`src/rtl/s2mm_frame_scheduler_pkg.sv`:
```
// Shared types and constants for the S2MM frame scheduler.
package s2mm_sched_pkg;

  // Buffer index width, fixed to cover a ring of up to four buffers.
  localparam int C_IDX_BITS = 2;

  // Capture control states.
  typedef enum logic [1:0] {
    ST_IDLE = 2'd0,
    ST_RUN  = 2'd1,
    ST_STOP = 2'd2
  } state_t;

  // Ceiling log2, never less than 1, so it can size a counter that holds 'value-1'.
  function automatic int clogb2(input int value);
    int r;
    r = 0;
    while ((1 << r) < value) r++;
    return (r < 1) ? 1 : r;
  endfunction

endpackage

```
`src/rtl/s2mm_frame_scheduler_if.sv`:
```
// Control link between the scheduler and the S2MM frame writer.
interface s2mm_frame_scheduler_if #(
  parameter int C_M_AXI_ADDR_WIDTH = 32
);
  logic                          soft_resetn;
  logic [C_M_AXI_ADDR_WIDTH-1:0] base_addr;
  logic                          frame_pulse;
  logic                          resetting;

  // Scheduler side: drives the writer's reset and frame address.
  modport master (output soft_resetn, output base_addr, input frame_pulse, input resetting);
  // Writer side.
  modport slave  (input soft_resetn, input base_addr, output frame_pulse, output resetting);
endinterface

```
`src/rtl/s2mm_next_buf_sel.sv`:
```
// Picks the next buffer to write: first of wr_idx+1, wr_idx+2, ... (mod C_BUF_NUM)
// that is not held by the reader. The current buffer is never a candidate.
module s2mm_next_buf_sel
  import s2mm_sched_pkg::*;
#(
  parameter int C_BUF_NUM = 3
) (
  input  logic [C_IDX_BITS-1:0] wr_idx,
  input  logic                  rd_lock,
  input  logic [C_IDX_BITS-1:0] rd_idx,
  output logic                  found,
  output logic [C_IDX_BITS-1:0] next_idx
);

  localparam logic [C_IDX_BITS:0] C_NUM = (C_IDX_BITS+1)'(C_BUF_NUM);

  logic                w_lock_valid;
  logic [C_IDX_BITS:0] w_sum;

  // Walk the ring in order and keep the first buffer the reader does not hold.
  always_comb begin
    // NOTE: every variable gets a default first so no path leaves it unassigned (no latch).
    found        = 1'b0;
    next_idx     = wr_idx;
    w_sum        = '0;
    // An out-of-range reader index cannot name a real buffer, so it locks nothing.
    w_lock_valid = rd_lock && ({1'b0, rd_idx} < C_NUM);
    for (int k = 1; k < C_BUF_NUM; k++) begin
      w_sum = {1'b0, wr_idx} + (C_IDX_BITS+1)'(k);
      if (w_sum >= C_NUM) w_sum = w_sum - C_NUM;
      if (!found && !(w_lock_valid && (w_sum[C_IDX_BITS-1:0] == rd_idx))) begin
        found    = 1'b1;
        next_idx = w_sum[C_IDX_BITS-1:0];
      end
    end
  end

endmodule

```
`src/rtl/s2mm_frame_scheduler.sv`:
```
// Runs the S2MM writer over a ring of frame buffers: start/stop of capture,
// next-buffer selection on every completed frame, and publication of the
// newest complete buffer to the reader.
module s2mm_frame_scheduler
  import s2mm_sched_pkg::*;
#(
  parameter int C_M_AXI_ADDR_WIDTH = 32,
  parameter int C_BUF_NUM          = 3,
  parameter int C_CNT_BITS         = 16,
  parameter int C_STOP_MIN         = 2
) (
  input  logic                                    M_AXI_ACLK,
  input  logic                                    M_AXI_ARESETN,
  input  logic                                    enable,
  input  logic [C_BUF_NUM*C_M_AXI_ADDR_WIDTH-1:0] buf_addr,
  input  logic                                    rd_lock,
  input  logic [C_IDX_BITS-1:0]                   rd_idx,
  s2mm_frame_scheduler_if.master                  wr_if,
  output logic [C_IDX_BITS-1:0]                   wr_idx,
  output logic [C_IDX_BITS-1:0]                   latest_idx,
  output logic                                    latest_valid,
  output logic [C_CNT_BITS-1:0]                   frame_cnt,
  output logic [C_CNT_BITS-1:0]                   drop_cnt,
  output logic                                    busy
);

  localparam int C_STOP_BITS = clogb2(C_STOP_MIN + 1);

  state_t                        r_state, w_next_state;
  logic                          w_sel_fire;
  logic                          w_found;
  logic [C_IDX_BITS-1:0]         w_next_idx;
  logic [C_M_AXI_ADDR_WIDTH-1:0] w_cur_addr, w_next_addr;
  logic [C_STOP_BITS-1:0]        r_stop_cnt;
  logic                          r_soft_resetn;
  logic [C_M_AXI_ADDR_WIDTH-1:0] r_base_addr;
  logic [C_IDX_BITS-1:0]         r_wr_idx, r_latest_idx;
  logic                          r_latest_valid, r_busy;
  logic [C_CNT_BITS-1:0]         r_frame_cnt, r_drop_cnt;

  s2mm_next_buf_sel #(.C_BUF_NUM(C_BUF_NUM)) u_sel (
    .wr_idx   (r_wr_idx),
    .rd_lock  (rd_lock),
    .rd_idx   (rd_idx),
    .found    (w_found),
    .next_idx (w_next_idx)
  );

  // Look up the base addresses of the current and the candidate buffer.
  always_comb begin
    w_cur_addr  = '0;
    w_next_addr = '0;
    for (int i = 0; i < C_BUF_NUM; i++) begin
      if (r_wr_idx == C_IDX_BITS'(i))   w_cur_addr  = buf_addr[i*C_M_AXI_ADDR_WIDTH +: C_M_AXI_ADDR_WIDTH];
      if (w_next_idx == C_IDX_BITS'(i)) w_next_addr = buf_addr[i*C_M_AXI_ADDR_WIDTH +: C_M_AXI_ADDR_WIDTH];
    end
  end

  // Next-state logic; a completed frame is selected on in RUN and in STOP alike.
  always_comb begin
    // NOTE: combinational blocks use blocking '='; only clocked state uses '<='.
    w_next_state = r_state;
    w_sel_fire   = 1'b0;
    case (r_state)
      ST_IDLE: if (enable && !wr_if.resetting) w_next_state = ST_RUN;
      ST_RUN: begin
        w_sel_fire = wr_if.frame_pulse;
        if (!enable) w_next_state = ST_STOP;
      end
      ST_STOP: begin
        w_sel_fire = wr_if.frame_pulse;
        if ((r_stop_cnt == '0) && !wr_if.resetting) w_next_state = ST_IDLE;
      end
      default: w_next_state = ST_IDLE;
    endcase
  end

  // State register.
  always_ff @(posedge M_AXI_ACLK or negedge M_AXI_ARESETN) begin
    if (!M_AXI_ARESETN) r_state <= ST_IDLE;
    else                r_state <= w_next_state;
  end

  // Registered outputs, stop timer and buffer selection.
  always_ff @(posedge M_AXI_ACLK or negedge M_AXI_ARESETN) begin
    if (!M_AXI_ARESETN) begin
      r_soft_resetn  <= 1'b0;
      r_base_addr    <= '0;
      r_wr_idx       <= '0;
      r_latest_idx   <= '0;
      r_latest_valid <= 1'b0;
      r_frame_cnt    <= '0;
      r_drop_cnt     <= '0;
      r_busy         <= 1'b0;
      r_stop_cnt     <= '0;
    end else begin
      // Writer runs only in RUN; dropping it on the RUN->STOP edge stops new bursts cleanly.
      r_soft_resetn <= (w_next_state == ST_RUN);
      r_busy        <= (w_next_state != ST_IDLE);

      if ((r_state == ST_RUN) && (w_next_state == ST_STOP))
        r_stop_cnt <= C_STOP_BITS'(C_STOP_MIN);
      else if ((r_state == ST_STOP) && (r_stop_cnt != '0))
        r_stop_cnt <= r_stop_cnt - C_STOP_BITS'(1);

      // While idle, keep following buf_addr so a restart uses the current address.
      if (r_state == ST_IDLE) r_base_addr <= w_cur_addr;

      // Selection lands one edge after frame_pulse; the writer latches base_addr one edge later.
      if (w_sel_fire) begin
        if (w_found) begin
          r_latest_idx   <= r_wr_idx;
          r_latest_valid <= 1'b1;
          r_frame_cnt    <= r_frame_cnt + C_CNT_BITS'(1);
          r_wr_idx       <= w_next_idx;
          r_base_addr    <= w_next_addr;
        end else begin
          r_drop_cnt     <= r_drop_cnt + C_CNT_BITS'(1);
        end
      end
    end
  end

  assign wr_if.soft_resetn = r_soft_resetn;
  assign wr_if.base_addr   = r_base_addr;
  assign wr_idx            = r_wr_idx;
  assign latest_idx        = r_latest_idx;
  assign latest_valid      = r_latest_valid;
  assign frame_cnt         = r_frame_cnt;
  assign drop_cnt          = r_drop_cnt;
  assign busy              = r_busy;

endmodule

```
`src/flat_wrapper.sv`:
```
// flat-port wrapper written by rule: the top's interface ports become plain ports
module s2mm_frame_scheduler_flat import s2mm_sched_pkg::*;
#(
  parameter int C_M_AXI_ADDR_WIDTH = 32,
  parameter int C_BUF_NUM          = 3,
  parameter int C_CNT_BITS         = 16,
  parameter int C_STOP_MIN         = 2
)
  (M_AXI_ACLK, M_AXI_ARESETN, enable, buf_addr, rd_lock, rd_idx, wr_idx, latest_idx, latest_valid, frame_cnt, drop_cnt, busy, wr_if_soft_resetn, wr_if_base_addr, wr_if_frame_pulse, wr_if_resetting);
  s2mm_frame_scheduler_if #(.C_M_AXI_ADDR_WIDTH(C_M_AXI_ADDR_WIDTH)) wr_if_i ();
  input  logic M_AXI_ACLK;
  input  logic M_AXI_ARESETN;
  input  logic enable;
  input  logic [C_BUF_NUM*C_M_AXI_ADDR_WIDTH-1:0] buf_addr;
  input  logic rd_lock;
  input  logic [C_IDX_BITS-1:0] rd_idx;
  output logic [C_IDX_BITS-1:0] wr_idx;
  output logic [C_IDX_BITS-1:0] latest_idx;
  output logic latest_valid;
  output logic [C_CNT_BITS-1:0] frame_cnt;
  output logic [C_CNT_BITS-1:0] drop_cnt;
  output logic busy;
  output wire logic [$bits(wr_if_i.soft_resetn)-1:0] wr_if_soft_resetn;
  output wire logic [$bits(wr_if_i.base_addr)-1:0] wr_if_base_addr;
  input wire logic [$bits(wr_if_i.frame_pulse)-1:0] wr_if_frame_pulse;
  input wire logic [$bits(wr_if_i.resetting)-1:0] wr_if_resetting;
  assign wr_if_soft_resetn = wr_if_i.soft_resetn;
  assign wr_if_base_addr = wr_if_i.base_addr;
  assign wr_if_i.frame_pulse = wr_if_frame_pulse;
  assign wr_if_i.resetting = wr_if_resetting;
  s2mm_frame_scheduler #(.C_M_AXI_ADDR_WIDTH(C_M_AXI_ADDR_WIDTH), .C_BUF_NUM(C_BUF_NUM), .C_CNT_BITS(C_CNT_BITS), .C_STOP_MIN(C_STOP_MIN)) u_core (.M_AXI_ACLK(M_AXI_ACLK), .M_AXI_ARESETN(M_AXI_ARESETN), .enable(enable), .buf_addr(buf_addr), .rd_lock(rd_lock), .rd_idx(rd_idx), .wr_if(wr_if_i), .wr_idx(wr_idx), .latest_idx(latest_idx), .latest_valid(latest_valid), .frame_cnt(frame_cnt), .drop_cnt(drop_cnt), .busy(busy));
endmodule
```
`config.mk`:
```
export PLATFORM = sky130hd
export DESIGN_NAME = s2mm_frame_scheduler_flat
export DESIGN_NICKNAME = d
export VERILOG_FILES = /design/src/rtl/s2mm_frame_scheduler_pkg.sv /design/src/rtl/s2mm_frame_scheduler_if.sv /design/src/rtl/s2mm_next_buf_sel.sv /design/src/rtl/s2mm_frame_scheduler.sv /design/src/flat_wrapper.sv
export SDC_FILE = /design/constraint.sdc
export NUM_CORES = 1
export LEC_CHECK = 0
export CORE_MARGIN = 2
export CORE_UTILIZATION = 35
export CTS_CLUSTER_DIAMETER = 80
export DETAILED_ROUTE_END_ITERATION = 10
export PLACE_DENSITY = 0.66
export RECOVER_POWER = 25
export SYNTH_ARGS = -nofsm -noshare
export SYNTH_HDL_FRONTEND = slang
export SYNTH_SLANG_ARGS = --single-unit
```
`constraint.sdc`:
```
create_clock -name M_AXI_ACLK -period 2.89 [get_ports M_AXI_ACLK]
set_clock_uncertainty 0.15 [all_clocks]
set_input_delay 0.578 -clock M_AXI_ACLK [delete_from_list [all_inputs] [get_ports M_AXI_ACLK]]
set_output_delay 0.578 -clock M_AXI_ACLK [all_outputs]
set_load 0.05 [all_outputs]
```
# Word level (Yosys, flattened, before mapping)
# Index checks and enable logic that the tools add are counted.
# Widths: inputs -> output; s select.
dict set report word_totals {
  out_inout_bits 71
  n_memories 0
  rom_bits 0
  mem_bits_rw 0
  latch_bits 0
  in_bits 104
  register_bits 75
  wordCells 73
}
dict set report classes {
  addsub 7
  n_bitwise 1
  reduce_logical 20
  mul 0
  n_lt_le_gt_ge 3
  n_mux 22
  div_mod_pow 0
  n_eq_ne 10
  shift 0
}
# op n
set ops {}
lappend ops {{$mux 32} 9}
lappend ops {{$add 16x1->16 const B} 2}
lappend ops {{$mux 2} 9}
lappend ops {{$eq 2x1->1 const B} 4}
lappend ops {{$eq 2x2->1 const B} 4}
lappend ops {{$logic_and 1x1->1} 8}
lappend ops {{$logic_not 2->1} 4}
lappend ops {{$ge 3x2->1 const B} 2}
lappend ops {{$pmux 2 s3} 1}
lappend ops {{$reduce_bool 2->1} 3}
lappend ops {{$eq 2x2->1} 2}
lappend ops {{$reduce_and 2->1} 2}
lappend ops {{$sub 2x2->2 const B} 2}
lappend ops {{$add 2x1->3 const B} 1}
lappend ops {{$add 2x2->3 const B} 1}
lappend ops {{$mux 1} 3}
lappend ops {{$logic_not 1->1} 2}
lappend ops {{$lt 2x2->1 const B} 1}
lappend ops {{$reduce_or 2->1} 1}
lappend ops {{$sub 2x1->2 const B} 1}
lappend ops {{$not 1->1} 1}

# Longest topological paths before layout
# Gate-level depths: netlist (run 1).
dict set report depth {
  ltp_word 14
  mapped_depth 10
}

# Modules after synthesis
# Synthesis (run 1) repeated with hierarchy kept, for this count alone.
dict set report hier_totals {
  cells_unflattened 521
  hier_area_um2 4795.8
}
# mod seq_area_each_um2 n_inst cells_per_inst area_each_um2
set modules_own_cells {}
lappend modules_own_cells {s2mm_frame_scheduler 1876.8 1 502 4657.0}
lappend modules_own_cells {s2mm_next_buf_sel 0.0 1 19 138.9}

# Worst setup path after synthesis (run 1)
# Ideal clock, no wire load.
dict set report synth_path {
  path_kind {flip-flop to flip-flop}
  startpoint {reg u_core.r_wr_idx[0] (netlist: u_core.wr_idx[0])}
  endpoint {reg u_core.r_base_addr[13] (netlist: u_core.wr_if.base_addr[13])}
  slack_ns 0.055
  stages_incl_launch_ff 10
  setup_time_ns 0.090
  t_required_ns 2.650
  arrival_ns 2.594
  n_path_buf 2
  path_cell_list {dfrtp_1 -> inv_1 -> ha_1 -> clkbuf_1 -> nand2_1 -> o21a_1 -> o22ai_1 -> clkbuf_1 -> a22oi_1 -> o221ai_1}
}
dict set report synth_between {
  elab_chain_cells 14
}
# item line
set synth_rtl {}
lappend synth_rtl {{from (decl)} s2mm_frame_scheduler.sv:37} ;# logic [C_IDX_BITS-1:0] r_wr_idx, r_latest_idx;
lappend synth_rtl {{from (signal assigned)} s2mm_frame_scheduler.sv:115} ;# r_wr_idx <= w_next_idx;
lappend synth_rtl {{$add 2x2->3} s2mm_next_buf_sel.sv:29} ;# w_sum = {1'b0, wr_idx} + (C_IDX_BITS+1)'(k);
lappend synth_rtl {{$ge 3x2->1 / $sub 2x2->2 (equally long branches)} s2mm_next_buf_sel.sv:30} ;# if (w_sum >= C_NUM) w_sum = w_sum - C_NUM;
lappend synth_rtl {{$mux 2} s2mm_next_buf_sel.sv:30}
lappend synth_rtl {{$eq 2x2->1} s2mm_next_buf_sel.sv:31} ;# if (!found && !(w_lock_valid && (w_sum[C_IDX_BITS-1:0] == rd_idx))) begin
lappend synth_rtl {{$logic_and 1x1->1} s2mm_next_buf_sel.sv:31}
lappend synth_rtl {{$logic_not 1->1} s2mm_next_buf_sel.sv:31}
lappend synth_rtl {{$logic_and 1x1->1} s2mm_next_buf_sel.sv:31}
lappend synth_rtl {{$mux 2} s2mm_next_buf_sel.sv:31}
lappend synth_rtl {{$logic_not 2->1} s2mm_frame_scheduler.sv:55} ;# if (w_next_idx == C_IDX_BITS'(i)) w_next_addr = buf_addr[i*C_M_AXI_ADDR_WIDTH +: C_M_AXI_ADDR_WIDTH];
lappend synth_rtl {{$mux 32 (3 in series)} s2mm_frame_scheduler.sv:55}
lappend synth_rtl {{$mux 32} s2mm_frame_scheduler.sv:111} ;# if (w_found) begin
lappend synth_rtl {{$mux 32 *} s2mm_frame_scheduler.sv:110} ;# if (w_sel_fire) begin
lappend synth_rtl {{to (signal assigned)} s2mm_frame_scheduler.sv:107} ;# if (r_state == ST_IDLE) r_base_addr <= w_cur_addr;
lappend synth_rtl {{to (signal assigned)} s2mm_frame_scheduler.sv:116} ;# r_base_addr <= w_next_addr;
lappend synth_rtl {{to (decl)} s2mm_frame_scheduler.sv:36} ;# logic [C_M_AXI_ADDR_WIDTH-1:0] r_base_addr;
# Mark *: on every way between the ends. The rest lies on a longest branch, timed or not.
# A chain may end at the register's enable or synchronous reset.

# Final worst setup path (run 1)
dict set report layout_path {
  startpoint {reg u_core.r_wr_idx[0] (netlist: u_core.wr_idx[0])}
  endpoint {reg u_core.r_base_addr[23] (netlist: u_core.wr_if.base_addr[23])}
}
# Same word-level chain as after synthesis.

==> impl_metrics.csv, run 1 <==
group,metric,value,unit
detailed_routing,ant_nets,0,
clocking,cts_tree,"yes",
floorplan,initial_core_utilization,35.6,%
cells_and_area,area_of_the_multi_input_gates,0.00257,mm2
clocking,cts-root-buf,"sky130_fd_sc_hd__clkbuf_16",
timing,unrepaired_setup_endpoints_after_global_routing,"false",
power,power.leakage,2.87,nW
clocking,insertion_delay,340,ps
timing,fin_hold_viols,0,
detailed_routing,routed_vias,4887,
timing,maxSlewViolCount,29,
global_route,grt_antenna_before_repair,0,
clocking,clk_pin_slew_worst_paths,70,ps
critical_path,timing.critical_path.to_type,"register",
power,share_seq_of_total_power,20.2,%
critical_path,critical_path_required,2980,ps
power,power.clock.fraction,13.2,%
power,internal_power,4.16,mW
power,switchingPower,4.10,mW
yosys,seq_area_frac_synth,39.9,%
power,switching_share,49.6,%
clocking,number_of_buffers_on_the_longest_clock_path,2,
detailed_routing,firstDrtPassIters,6,
global_route,largest_net_degree_at_the_start_of_global_routing,65,
cells_and_area,n_antenna_cell,0,
yosys,post_synth.cell_area_avg,9.15,um2
detailed_routing,post_drt_via_cell_ratio,5.60,
detailed_routing,remaining_drc_errors,0,
yosys,yosys_warnings,0,
timing,worst_slew_pin_slew,1850,ps
global_route,track_usage,21.3,%
critical_path,criticalPathCategory,"register to register",
timing,worst_slew_margin_rel,-23.4,%
yosys,synth_fp_nets,628,
clocking,postCtsHoldBufs,0,
cells_and_area,layout.cell_area.non_filler,0.00715,mm2
flow_run,drv_cap,1,
floorplan,chipWidth,120,um
timing,timing.setup.tns,0,ps
cells_and_area,leading_cell_types_in_the_layout_fill_and_taps_excluded,"173 x sky130_fd_sc_hd__clkdlybuf4s50_1, 74 x sky130_fd_sc_hd__dfrtp_1, 55 x sky130_fd_sc_hd__nand2_1",
hold_path,min-delay-path-class,"register to register",
floorplan,die-area,0.0144,mm2
detailed_routing,route.detailed.wl_per_inst,17.5,um
critical_path,critical_path_data_arrival_time,2780,ps
critical_path,timing.critical_path.from_type,"register",
floorplan,core_area,0.0132,mm2
timing,period_minus_slack,2690,ps
cells_and_area,final-seq-area,0.00188,mm2
outcome,run_status,"finished with violations",
timing,setup_violations,0,
timing,post-route-period-util,93.1,%
yosys,yosys.cell_types.count,53,
critical_path,crit_path_max_fanout,25,
yosys,ys_ff_latch,75,
cells_and_area,fraction_of_final_layout_cells_with_drive_strength_greater_than_1,9.48,%
detailed_routing,detail_route.wirelength,15200,um
power,vdd_drop_max,0.609,mV
clocking,htree_levels,3,
yosys,netlist_instances,514,
global_route,first_pass_grt_wire_length,24700,um
floorplan,chipHeight,120,um
floorplan,floorplan.io_pins,175,
floorplan,placementRows,42,
placement,io_buffer_count,174,
yosys,netlist_area,0.00470,mm2
placement,gp_congestion,0.851,
placement,placed_cells,856,
critical_path,critPathSlowestCell,"sky130_fd_sc_hd__dfrtp_2",
global_route,grt.overflow.total,0,
cells_and_area,area_growth_syn_to_layout,52.0,%
timing,fmaxAchievable,372,MHz
placement,dpl_cell_area,0.00685,mm2
cells_and_area,num-fill-cells,1160,
clocking,cts_made_buffers,9,
outcome,failed_checks,"max-capacitance violations, max-slew violations",
placement,hpwlAfterDp,10900,um
cells_and_area,stdcell_count,872,
power,p_per_area,1160,mW/mm2
global_route,vias_in_the_first_global_route,4826,
power,combPwrFrac,66.6,%
clocking,numClockSinks,75,
cells_and_area,final_common_cell,"sky130_fd_sc_hd__clkdlybuf4s50_1",
critical_path,worstPathCellList,"inv_1 -> ha_2 -> buf_6 -> nand4bb_1 -> a21o_1 -> a22oi_4 -> buf_12 -> or3b_1 -> a32oi_1",
cells_and_area,nets,805,
detailed_routing,detail_route.iter0.violations,420,
critical_path,critical-path-max-stage-delay,440,ps
-- timing repair --
item	4_1_cts	5_1_grt
buffers inserted	0	0
endpoints found under the setup margin	0	3
gates resized for setup	0	3
-- layer usage --
| layer | track usage [%] | up-vias | wire length [um] |
|---|---|---|---|
| met5 | 0 | - | 0 |
| met4 | 5.37 | 0 | 215 |
| met3 | 4.94 | 18 | 1060 |
| met2 | 35.3 | 211 | 7470 |
| met1 | 28.0 | 2359 | 6470 |
| li1 | - | 2299 | - |
-- through the flow --
step	hold slack [ps]	worst slack (ps)	util, %	total power, mW
after global placement	310	30.0	51.9	7.00
after global routing	337	36.8	54.2	8.83
after floorplan	132	55.2	-	5.25
after detailed placement	313	-79.6	51.9	7.17
after CTS	50.9	122	54.2	8.29
final	317	198	54.2	8.26
-- power by group through the flow --
stage | Sequential [mW] | Combinational [mW] | Clock, mW
floorplan | 2.70 | 2.55 | 0
global placement | 1.67 | 5.33 | 0
detailed placement | 1.67 | 5.50 | 0
CTS | 1.67 | 5.51 | 1.12
global route | 1.71 | 5.95 | 1.17
finish | 1.67 | 5.50 | 1.09
-- kinds of logic after synthesis --
kind of cell	after synthesis	synth area share [%]
AOI/OAI and AO/OA	183	28.5
and+or+nand+nor	140	16.4
xor gates and xnor gates	31	5.77
DFF	75	39.9
adders and majority gates	10	2.66
buffers and inverters	73	6.33
muxes	2	0.452
-- critical path: cells and delay by family (launching register included) --
kind / cells / cell delay [ps]
and+or+nand+nor: 2 / 570
buffers and inverters: 3 / 560
DFF: 1 / 440
AOI/OAI and AO/OA: 3 / 580
adders and majority gates: 1 / 310
-- final timing paths --
path | from | endpoint | slack (ps) | cells past startpoint
setup / recovery | u_core.wr_idx[0]$_DFFE_PN0P_ | u_core.wr_if.base_addr[23]$_DFF_PN0_ | 200 | 9
hold / removal | u_core.drop_cnt[15]$_DFFE_PN0P_ | u_core.drop_cnt[15]$_DFFE_PN0P_ | 320 | 1
setup reg to reg | u_core.wr_idx[0]$_DFFE_PN0P_ | u_core.wr_if.base_addr[23]$_DFF_PN0_ | 200 | 9
hold reg to reg | u_core.drop_cnt[15]$_DFFE_PN0P_ | u_core.drop_cnt[15]$_DFFE_PN0P_ | 320 | 1
max in group asynchronous | M_AXI_ARESETN | u_core.wr_if.base_addr[16]$_DFF_PN0_ | 930 | 1
min in group asynchronous | M_AXI_ARESETN | u_core.wr_if.base_addr[11]$_DFF_PN0_ | 590 | 1
-- sequential cells by signal (all words and copies together), names as in the netlist, 2 cells and up --
signal and cells:
u_core.wr_idx 2, u_core.wr_if.base_addr 32, u_core.r_stop_cnt 2, u_core.frame_cnt 16, u_core.drop_cnt 16, u_core.latest_idx 2
u_core.r_state 2
-- cell type report --
class / count / share of cell area (%)
multi-input cells: 366 / 35.9
flip-flops and latches: 75 / 26.3
clock buffers: 9 / 3.15
inverters: 34 / 1.79
clock inverters: 7 / 0.980
well taps: 176 / 3.08
repair buffers: 205 / 28.8
-- synth_stat cells (all sizes together) --
master   instances  share of area (%)
a211oi           1               0.16
a21boi           1               0.16
a21o             2               0.32
a21oi           14                1.5
a221oi           3               0.56
a22oi           51                8.4
a31oi            1               0.13
a32o             1               0.21
a32oi           13                2.4
and2             2               0.27
and2b            1               0.16
and3             5               0.67
and4             1               0.19
and4b            1               0.21
buf             12                1.5
clkbuf          27                2.2
dfrtp           75                 40
ha              10                2.7
inv             34                2.7
mux2             1               0.24
mux2i            1               0.21
nand2           55                4.4
nand2b           4               0.53
nand3           24                2.6
nand3b           2               0.32
nand4            4               0.53
nand4bb          1               0.24
nor2             9                1.1
nor2b            4               0.53
nor3             3               0.32
nor3b            2               0.32
nor4             3               0.53
o2111ai          1               0.19
o211ai          51                8.1
o21a             1               0.16
o21ai           23                2.4
o221ai          19                3.5
o22ai            1               0.13
or2              3               0.40
or3              1               0.13
or3b            13                2.4
or4              1               0.24
or4b             1               0.29
xnor2           23                4.3
xor2             8                1.5
(Power assumes the default switching activity.)
==> run 2: changes to the inputs <==
- SKIP_LAST_GASP: default -> 1
==> results of run 2 <==
Final layout, timing and power as in run 1 (identical DEF).
==> run 3: changes to the inputs <==
- CAP_MARGIN: default -> 0
- MAX_ROUTING_LAYER: default -> met4
==> impl_metrics.csv, run 3 (synthesized netlist as in run 1, its figures left out) <==
group,metric,value,unit
flow_run,drv_cap,1,
power,totalPowerFinal,8.27,mW
timing,unrepaired_setup_endpoints_after_global_routing,"false",
timing,post-route-period-util,93.3,%
critical_path,timing.critical_path.from_type,"register",
hold_path,min-delay-path-class,"register to register",
cells_and_area,fraction_of_final_layout_cells_with_drive_strength_greater_than_1,9.48,%
power,power.clock.fraction,13.3,%
global_route,global_route.usage.met2,35.4,%
floorplan,chipHeight,120,um
timing,fin_hold_viols,0,
power,combPwrFrac,66.6,%
cells_and_area,utilization,54.2,%
clocking,cts_tree,"yes",
cells_and_area,n_antenna_cell,0,
power,vdd_drop_max,0.611,mV
cells_and_area,nets,805,
clocking,clk_pin_slew_worst_paths,70,ps
floorplan,floorplan.io_pins,175,
clocking,numClockSinks,75,
critical_path,critical_path_data_arrival_time,2790,ps
detailed_routing,ant_nets,0,
detailed_routing,detail_route.iter0.violations,431,
floorplan,placementRows,42,
hold_path,hold_path.startpoint,"u_core.drop_cnt[15]$_DFFE_PN0P_",
global_route,track_usage,21.9,%
cells_and_area,num-fill-cells,1160,
critical_path,criticalPathCategory,"register to register",
timing,setup_ws,194,ps
global_route,grt.busiest_layer,"met2",
power,internal_power,4.16,mW
power,share_seq_of_total_power,20.2,%
cells_and_area,area_growth_syn_to_layout,52.0,%
critical_path,critPathLaunch,"u_core.wr_idx[0]$_DFFE_PN0P_",
clocking,number_of_buffers_on_the_longest_clock_path,2,
floorplan,initial_core_utilization,35.6,%
clocking,htree_levels,3,
floorplan,core_area,0.0132,mm2
detailed_routing,remaining_drc_errors,0,
detailed_routing,detail_route.wirelength,15300,um
placement,placement.setup.worst_slack,-79.6,ps
power,switching_share,49.6,%
timing,maxSlewViolCount,29,
detailed_routing,firstDrtPassIters,5,
timing,setup_violations,0,
global_route,grt.overflow.total,0,
cells_and_area,leading_cell_types_in_the_layout_fill_and_taps_excluded,"173 x sky130_fd_sc_hd__clkdlybuf4s50_1, 74 x sky130_fd_sc_hd__dfrtp_1, 55 x sky130_fd_sc_hd__nand2_1",
floorplan,die-area,0.0144,mm2
clocking,cts_made_buffers,9,
timing,fmaxAchievable,371,MHz
clocking,insertion_delay,340,ps
placement,gp_congestion,0.865,
floorplan,chipWidth,120,um
critical_path,critical_path_required,2980,ps
critical_path,crit-reg2reg-launch,"u_core.wr_idx[0]$_DFFE_PN0P_",
global_route,vias_in_the_first_global_route,4826,
global_route,global_route_met3_usage,4.28,%
placement,hpwlAfterDp,10900,um
clocking,cts-root-buf,"sky130_fd_sc_hd__clkbuf_16",
detailed_routing,route.detailed.wl_per_inst,17.5,um
placement,io_buffer_count,174,
global_route,grt_antenna_before_repair,0,
outcome,failed_checks,"max-capacitance violations, max-slew violations",
critical_path,crit_path_max_fanout,25,
power,switchingPower,4.11,mW
timing,period_minus_slack,2700,ps
global_route,first_pass_grt_wire_length,24700,um
outcome,run_status,"finished with violations",
timing,timing.setup.tns,0,ps
clocking,cts_setup_buffers,0,
power,power.leakage,2.87,nW
critical_path,timing.critical_path.to_type,"register",
timing,hold_ws,322,ps
cells_and_area,final_common_cell,"sky130_fd_sc_hd__clkdlybuf4s50_1",
cells_and_area,largest_reg_flops,32,
timing,worst_slew_pin_slew,1880,ps
global_route,met1_usage,28.2,%
timing,worst_slew_margin_rel,-25.1,%
power,p_per_area,1160,mW/mm2
detailed_routing,post_drt_via_cell_ratio,5.63,
detailed_routing,routed_vias,4905,
global_route,largest_net_degree_at_the_start_of_global_routing,65,
-- run 3: cell counts in the layout (fill, tap and decap cells not counted) --
No cell type changed its count.
-- run 3: final cells by class --
cell class	count	area, um2	share of cell area (%)
tap	176	220	3.08
inverter	34	128	1.79
clock buffer	9	225	3.15
clock inverter	7	70.1	0.980
sequential	75	1880	26.3
timing repair buffer	205	2060	28.8
multi-input combinational	366	2570	35.9
-- run 3: layer usage --
| layer | vias up | share of wire [%] | wire, um |
|---|---|---|---|
| met2 | 205 | 49 | 7490 |
| li1 | 2305 | - | - |
| met5 | - | 0 | 0 |
| met4 | 0 | 1.6 | 242 |
| met3 | 20 | 6.3 | 954 |
| met1 | 2375 | 43 | 6560 |
-- run 3: metrics by stage --
stage,instances,area [um2]
finish,872,7150
global route,872,7150
CTS,872,7140
floorplan,514,4700
global placement,856,6850
detailed placement,856,6850
-- run 3: power by group through the flow --
stage	registers, mW	clock network (mW)	logic, mW
after floorplan	2.70	0	2.55
after global placement	1.67	0	5.33
after detailed placement	1.67	0	5.50
after CTS	1.67	1.12	5.51
after global routing	1.71	1.17	5.95
final	1.67	1.10	5.50
-- run 3: worst paths after layout --
path,end,slack [ps],depth (start not counted)
worst max-delay path,u_core.wr_if.base_addr[23]$_DFF_PN0_,190,9
worst min-delay path,u_core.drop_cnt[15]$_DFFE_PN0P_,320,1
worst max register to register,u_core.wr_if.base_addr[23]$_DFF_PN0_,190,9
worst min register to register,u_core.drop_cnt[15]$_DFFE_PN0P_,320,1
max in group asynchronous,u_core.wr_if.base_addr[16]$_DFF_PN0_,910,1
min in group asynchronous,u_core.wr_if.base_addr[11]$_DFF_PN0_,600,1
-- run 3: critical path: stages (launching register included) --
cell	delay, ps
sky130_fd_sc_hd__dfrtp_2	440
sky130_fd_sc_hd__inv_1	130
sky130_fd_sc_hd__ha_2	310
sky130_fd_sc_hd__buf_6	250
sky130_fd_sc_hd__nand4bb_1	180
sky130_fd_sc_hd__a21o_1	190
sky130_fd_sc_hd__a22oi_4	150
sky130_fd_sc_hd__buf_12	180
sky130_fd_sc_hd__or3b_1	370
sky130_fd_sc_hd__a32oi_1	240
-- run 3: repair_timing --
item / CTS / global route
setup endpoints to repair: 0 / 3
resized for setup: 0 / 3
hold buffers: 0 / 0
